--- config.mk ---
export PLATFORM = sky130hd
export DESIGN_NAME = cla_9bit_flat
export DESIGN_NICKNAME = d
export VERILOG_FILES = /design/src/rtl/cla_9bit_pkg.sv /design/src/rtl/cla_9bit_if.sv /design/src/rtl/cla_4bit_grp.sv /design/src/rtl/cla_9bit.sv /design/src/flat_wrapper.sv
export SDC_FILE = /design/constraint.sdc
export NUM_CORES = 1
export LEC_CHECK = 0
export ABC_AREA = 1
export ABC_CLOCK_PERIOD_IN_PS = 900
export CAP_MARGIN = 20
export CORE_MARGIN = 5
export CORE_UTILIZATION = 40
export DETAILED_ROUTE_END_ITERATION = 10
export GPL_TIMING_DRIVEN = 0
export HOLD_SLACK_MARGIN = 0.12
export PLACE_DENSITY = 0.77
export REMOVE_ABC_BUFFERS = 1
export SLEW_MARGIN = 20
export SYNTH_ARGS = -nofsm -noshare
export SYNTH_HDL_FRONTEND = slang
export SYNTH_HIERARCHICAL = 1
export SYNTH_SLANG_ARGS = --single-unit
export TNS_END_PERCENT = 10
--- constraint.sdc ---
create_clock -name clk -period 0.9 [get_ports clk]
set_input_delay 0.27 -clock clk [delete_from_list [all_inputs] [get_ports clk]]
set_output_delay 0.27 -clock clk [all_outputs]
set_load 0.005 [all_outputs]
--- src/rtl/cla_9bit_pkg.sv ---
// rtl/cla_9bit_pkg.sv - shared widths for the registered 8-bit carry-lookahead adder
package cla_9bit_pkg;
  localparam int CLA_W   = 8;
  localparam int CLA_GRP = 4;
endpackage

--- src/rtl/cla_9bit_if.sv ---
// rtl/cla_9bit_if.sv - operand/result bundle for cla_9bit
interface cla_9bit_if;
  import cla_9bit_pkg::*;

  logic [CLA_W-1:0] A;
  logic [CLA_W-1:0] B;
  logic             Ci;
  logic [CLA_W:0]   Sum;
  logic             Co;

  // Driver of operands, consumer of the registered result
  modport master (output A, output B, output Ci, input Sum, input Co);
  // The adder itself
  modport slave  (input A, input B, input Ci, output Sum, output Co);
endinterface

--- src/rtl/cla_4bit_grp.sv ---
// rtl/cla_4bit_grp.sv - 4-bit lookahead group: sum bits plus group generate/propagate
module cla_4bit_grp
  import cla_9bit_pkg::*;
(
  input  logic [CLA_GRP-1:0] a,
  input  logic [CLA_GRP-1:0] b,
  input  logic               cin,
  output logic [CLA_GRP-1:0] s,
  output logic               G,
  output logic               P
);
  logic [CLA_GRP-1:0] g;
  logic [CLA_GRP-1:0] p;
  logic [CLA_GRP-1:0] c;

  // Every internal carry is a flat sum-of-products of g/p/cin, so no carry
  // depends on another carry and the group has no ripple path.
  always_comb begin
    g    = a & b;
    p    = a ^ b;
    c[0] = cin;
    c[1] = g[0] | (p[0] & cin);
    c[2] = g[1] | (p[1] & g[0]) | (p[1] & p[0] & cin);
    c[3] = g[2] | (p[2] & g[1]) | (p[2] & p[1] & g[0]) | (p[2] & p[1] & p[0] & cin);
    s    = p ^ c;
    G    = g[3] | (p[3] & g[2]) | (p[3] & p[2] & g[1]) | (p[3] & p[2] & p[1] & g[0]);
    P    = &p;
  end
endmodule

--- src/rtl/cla_9bit.sv ---
// rtl/cla_9bit.sv - registered A+B+Ci using two lookahead groups and a second-level carry unit
module cla_9bit
  import cla_9bit_pkg::*;
(
  input  logic     clk,
  input  logic     rst_n,
  cla_9bit_if.slave bus
);
  logic [CLA_GRP-1:0] s_lo;
  logic [CLA_GRP-1:0] s_hi;
  logic               g_lo;
  logic               p_lo;
  logic               g_hi;
  logic               p_hi;
  logic               c4;
  logic               c8;
  logic [CLA_W:0]     sum_q;

  // Second-level lookahead: both group carries come straight from G/P and Ci.
  always_comb begin
    c4 = g_lo | (p_lo & bus.Ci);
    c8 = g_hi | (p_hi & g_lo) | (p_hi & p_lo & bus.Ci);
  end

  cla_4bit_grp u_grp_lo (
    .a   (bus.A[CLA_GRP-1:0]),
    .b   (bus.B[CLA_GRP-1:0]),
    .cin (bus.Ci),
    .s   (s_lo),
    .G   (g_lo),
    .P   (p_lo)
  );

  cla_4bit_grp u_grp_hi (
    .a   (bus.A[CLA_W-1:CLA_GRP]),
    .b   (bus.B[CLA_W-1:CLA_GRP]),
    .cin (c4),
    .s   (s_hi),
    .G   (g_hi),
    .P   (p_hi)
  );

  // Result register; Co is taken from the same flop as Sum[8] so the two can never disagree.
  always_ff @(posedge clk or negedge rst_n) begin
    if (!rst_n) begin
      sum_q <= '0;
    end else begin
      sum_q <= {c8, s_hi, s_lo};
    end
  end

  assign bus.Sum = sum_q;
  assign bus.Co  = sum_q[CLA_W];
endmodule

--- src/flat_wrapper.sv ---
// flat-port wrapper written by rule: the top's interface ports become plain ports
module cla_9bit_flat import cla_9bit_pkg::*;
  (clk, rst_n, bus_A, bus_B, bus_Ci, bus_Sum, bus_Co);
  cla_9bit_if bus_i ();
  input  logic clk;
  input  logic rst_n;
  input wire logic [$bits(bus_i.A)-1:0] bus_A;
  input wire logic [$bits(bus_i.B)-1:0] bus_B;
  input wire logic [$bits(bus_i.Ci)-1:0] bus_Ci;
  output wire logic [$bits(bus_i.Sum)-1:0] bus_Sum;
  output wire logic [$bits(bus_i.Co)-1:0] bus_Co;
  assign bus_i.A = bus_A;
  assign bus_i.B = bus_B;
  assign bus_i.Ci = bus_Ci;
  assign bus_Sum = bus_i.Sum;
  assign bus_Co = bus_i.Co;
  cla_9bit u_core (.clk(clk), .rst_n(rst_n), .bus(bus_i));
endmodule
==> summary.txt, run 1 <==
DRC viols: 0
Pleak: 0.000587 uW
Gr ovfl total: 0
Startpoint class of the critical path: input port
Worst hold slack: 310 ps
Max Cap Violations: 0
Achievable Freq: 633 MHz
Clock slew at reported path FFs: 60 ps
Routability cong.: 0.699
Crit path kind: in -> reg
Critical path fanouts, max: 3
I/O Buffers: 28
Area leader, netlist: dfrtp_1
Clk sink count: 9
Worst Setup End Kind: register
Drt first pass iters: 4
RSZ-0062 raised after global routing: true
Worst EP required: 1060 ps
DIE WIDTH: 50.6 um
Largest net degree at the start of global routing: 10
CTS Root Cell: clkbuf_4
CTS tree: yes
Number of global-route vias before repair: 663
Final Max Slew Viols: 0
Sequential fraction of the synthesis area: 0.341
Via count: 728
Effective utilization at floorplan: 0.429
P&R area growth vs syn: 71.8%
Yosys cell types: 14
Outcome: finished with violations
Mapped Avg Cell Area: 8.36 um^2
Yosys reg bits: 9
Peak VDD IR: 0.557 mV
Pre-CTS WS: -1430 ps
Post-layout min period: 1580 ps
Die Footprint: 2560 um^2
DIE HEIGHT: 50.6 um
Worst hold-check path type: in -> async
Pwr dens: 1250 nW/um^2
Io pins: 29
Total Power: 1420 uW
Rel. slew slack: 0.721
Top-area cell type share of the netlist area: 0.341
Antenna violations before repair: 0
Worst path arrival time: 1740 ps
Mapped cell area: 661 um^2
Ant diodes: 0
1st-iter DRT viols: 26
Final #Nets: 153
Ys Warns: 6
Number of buffers created by CTS: 3
Most common cell after layout, fill and taps aside: nand2_1
Vias/cell: 5.31
WL/cell: 15.4 um
First-pass GRT wire length: 2.92 mm
Fraction of layout cells with a size suffix above 1: 0.471
Failing checks: negative setup slack
CTS max path bufs: 2
Max reg flops: 9
Detail Route Antenna Nets: 0
Synth area leaders: dfrtp_1, ha_1, inv_1, nand2_1, fa_1
Hpwl dp: 1.18 mm
Row cnt: 14
Final Hold Viols: 0
H-tree Lvls: 1
Routed wire length: 2.11 mm
Final period util: 1.75
Endpoints failing setup: 17
Worst-Margin Slew: 417 ps
Core area: 1540 um^2
GRT Overall Usage: 0.146
Final setup margin: -679 ps
Most frequent cells in the layout: nand2_1, buf_4, clkbuf_2, inv_1, dfrtp_1
Post-Syn Instances: 79
-- metrics by stage --
| step | TNS (ps) | std cells | utilization | cell area [um^2] |
|---|---|---|---|---|
| after floorplan | -3690 | 78 | - | 653 |
| after global placement | -10120 | 122 | 0.619 | 953 |
| after detailed placement | -10490 | 122 | 0.619 | 953 |
| after CTS | -4650 | 135 | 0.725 | 1120 |
| after global routing | -4870 | 137 | 0.736 | 1130 |
| final | -4120 | 137 | 0.736 | 1130 |
-- cells by family after synthesis --
family | share of synthesized area
buf+inv | 0.108
flops | 0.341
compound gates | 0.0341
xor+xnor | 0.0530
simple gates | 0.214
fa+ha+maj | 0.250
-- routing by layer --
metal	track usage	vias up	routed length, um	share of wire
met4	0.0766	0	41	0.019
met3	0.0266	6	192	0.091
met5	0	-	0	0
met2	0.238	52	1090	0.51
li1	-	330	-	-
met1	0.180	340	790	0.37
-- critical path, stage by stage --
cell and delay (ps):
buf_6 100, ha_4 280, inv_4 50, nor2_4 100, nor2_2 50, o21bai_2 150, a21o_1 150, inv_2 40
fa_2 510, inv_1 40
-- synthesized netlist by cell type --
master and count:
xor2_1 2, nor3_1 2, nor2_1 4, ha_1 10
nand4_1 2, xnor2_1 2, buf_4 1, nand2_1 17
dfrtp_1 9, fa_1 2, a21o_1 1, o21bai_1 2
nand3_1 8, inv_1 17
-- timing repair --
item | in CTS | in global routing
pin swaps | 15 | 16
hold buffers | 0 | 0
setup endpoints to repair | 19 | 19
buffers inserted | 9 | 2
resized for setup | 70 | 33
-- cell type report --
cell class | count | area (um^2)
flip-flops and latches | 9 | 225
well taps | 16 | 20.0
multi-input cells | 52 | 492
fillers | 111 | 407
repair buffers | 39 | 303
clock buffers | 4 | 26.3
inverters | 17 | 68.8
-- power breakdown --
group	switching, uW	internal (uW)	leakage, uW	total, uW
registers	20.1	479	0.000106	499
clock network	141	171	0.0000150	312
logic	293	320	0.000466	613
-- worst paths after layout --
check / endpoint / slack [ps] / from / cells past startpoint
min in group clk: u_core/bus.Sum[8] / 380 / bus_Ci / 3
setup / recovery: u_core/bus.Sum[4] / -680 / bus_B[2] / 10
hold / removal: u_core/bus.Sum[7] / 310 / rst_n / 1
max in group asynchronous: u_core/bus.Sum[1] / 300 / rst_n / 1
(Power assumes the default switching activity.)
==> run 2: changes to the inputs <==
==> constraint.sdc (replaced) <==
create_clock -name clk -period 0.9 [get_ports clk]
set_input_delay 0.27 -clock clk [delete_from_list [all_inputs] [get_ports clk]]
set_output_delay 0.27 -clock clk [all_outputs]
set_load 0.1 [all_outputs]
==> run 2 against run 1 <==
- the flow still finishes with violations (negative setup slack)
- sequential share of layout area shrank 1.6 points
- non-clock buffer count unchanged
- clock-buffer cell count stayed put
- worst hold slack lost 3.8 ps
- critical path type unchanged
- largest cell class unchanged
- largest power group unchanged
==> summary.txt, run 2 (same netlist as run 1, synthesis figures left out) <==
Outcome: finished with violations
Failing checks: negative setup slack
Net switching power: 1090 uW (+140%)
Hpwl dp: 1.18 mm (unchanged)
RSZ-0062 raised after global routing: true
Io pins: 29 (unchanged)
Detail Route Antenna Nets: 0 (unchanged)
CTS Root Cell: clkbuf_4
Hold_buf cts: 0 (unchanged)
Critical path fanouts, max: 3 (unchanged)
DIE HEIGHT: 50.6 um (unchanged)
Largest net degree at the start of global routing: 10 (unchanged)
Final period util: 1.75 (about the same)
Final #Nets: 153 (unchanged)
CTS max path bufs: 2 (unchanged)
Comb power frac: 0.620 (+0.190)
Die Footprint: 2560 um^2 (unchanged)
Flop pwr share: 0.240 (-0.111)
Final setup margin: -678 ps (+0.180 ps)
Worst path arrival time: 1740 ps (about the same)
Max reg flops: 9 (unchanged)
Number of buffers created by CTS: 3 (unchanged)
Vias/cell: 5.20 (-2.2%)
Clock slew at reported path FFs: 60 ps (about the same)
1st-iter DRT viols: 19 (-27%)
Routed wire length: 2.06 mm (-2.5%)
Via count: 712 (-2.2%)
WL/cell: 15.0 um (-2.5%)
Drt first pass iters: 5 (+1)
Worst hold-check path type: in -> async
Post-layout min period: 1580 ps (-0.180 ps)
Achievable Freq: 634 MHz (about the same)
Final Max Slew Viols: 0 (unchanged)
Most frequent cells in the layout: nand2_1, buf_4, inv_1
Effective utilization at floorplan: 0.429 (unchanged)
Worst hold slack: 306 ps (-3.78 ps)
DRC viols: 0 (unchanged)
Number of global-route vias before repair: 676 (+2.0%)
Worst-Margin Slew: 409 ps (-7.91 ps)
CTS tree: yes
H-tree Lvls: 1 (unchanged)
Startpoint class of the critical path: input port
Switching share of total power: 0.489 (+0.170)
DIE WIDTH: 50.6 um (unchanged)
Peak VDD IR: 0.852 mV (+53%)
Most common cell after layout, fill and taps aside: nand2_1
Endpoints failing setup: 17 (unchanged)
Routability cong.: 0.699 (unchanged)
Final Hold Viols: 0 (unchanged)
Core area: 1540 um^2 (unchanged)
First-pass GRT wire length: 2.90 mm (-0.48%)
Fraction of layout cells with a size suffix above 1: 0.463 (-0.00826)
Setup TNS: -5180 ps (-1060 ps)
P&R area growth vs syn: 86.7%
Pwr dens: 1810 nW/um^2 (+44%)
GRT Overall Usage: 0.146 (+0.000691)
# fillers: 95 (-14%)
Rel. slew slack: 0.726 (+0.00529)
Worst EP required: 1060 ps (about the same)
Ant diodes: 0 (unchanged)
Gr ovfl total: 0 (unchanged)
Worst Setup End Kind: register
Clk sink count: 9 (unchanged)
Pleak: 0.000620 uW (+5.7%)
Antenna violations before repair: 0 (unchanged)
Internal power: 1140 uW (+18%)
I/O Buffers: 28 (unchanged)
Crit path kind: in -> reg
Clock power frac: 0.141 (-0.078)
Row cnt: 14 (unchanged)
Max Cap Violations: 0 (unchanged)
-- run 2: cell types whose count changed in the layout (fill, tap and decap cells not counted) --
cell,before,now
clkbuf_2,11,2
buf_8,0,8
inv_1,11,12
buf_12,0,1
clkbuf_4,4,3
inv_2,4,3
buf_6,4,5
-- run 2: layout make-up --
type	instances	area, um^2	share of cell area
Inverter	17	68.8	0.0558
Timing Repair Buffer	39	402	0.326
Clock buffer	4	26.3	0.0213
Tap cell	16	20.0	0.0162
Sequential cell	9	225	0.183
Multi-Input combinational cell	52	492	0.399
-- run 2: per-stage QoR --
stage          worst slack, ps   util  instances  power, uW  area, um^2
3_5_place_dp             -1430  0.619        122       1620         953
6_report                  -678  0.800        137       2230        1230
5_1_grt                   -740  0.800        137       2330        1230
3_3_place_gp             -1400  0.619        122       1600         953
2_1_floorplan             -849      -         78       1310         653
4_1_cts                   -752  0.756        135       2130        1160
-- run 2: power groups by stage --
stage	Clock [uW]	Sequential [uW]	Combinational, uW
3_3_place_gp	0	504	1100
5_1_grt	342	544	1440
3_5_place_dp	0	509	1110
2_1_floorplan	0	1110	199
4_1_cts	314	533	1290
6_report	314	534	1380
-- run 2: worst paths after layout --
path,start,to,slack (ps),cells after the start
max in group asynchronous,rst_n,u_core/bus.Sum[1],310,1
min,rst_n,u_core/bus.Sum[8],310,1
max,bus_B[2],u_core/bus.Sum[4],-680,10
min in group clk,bus_Ci,u_core/bus.Sum[8],340,3
-- run 2: what timing repair did --
action,in CTS,in global routing
endpoints found under the setup margin,19,19
resized for setup,126,24
buffers inserted,9,2
pin swaps,15,16
-- run 2: worst max-delay path: stages --
cell,delay (ps)
buf_6,100
ha_4,280
inv_4,50
nor2_4,100
nor2_2,50
o21bai_2,140
a21o_1,150
inv_2,50
fa_2,510
inv_1,40
-- run 2: metal layers --
metal  part of all wire  global-route usage  up-vias
met5                  0                   0        -
li1                   -                   -      330
met4              0.033              0.0851        0
met2               0.54               0.248       40
met1               0.36               0.170      330
met3              0.066              0.0266       12
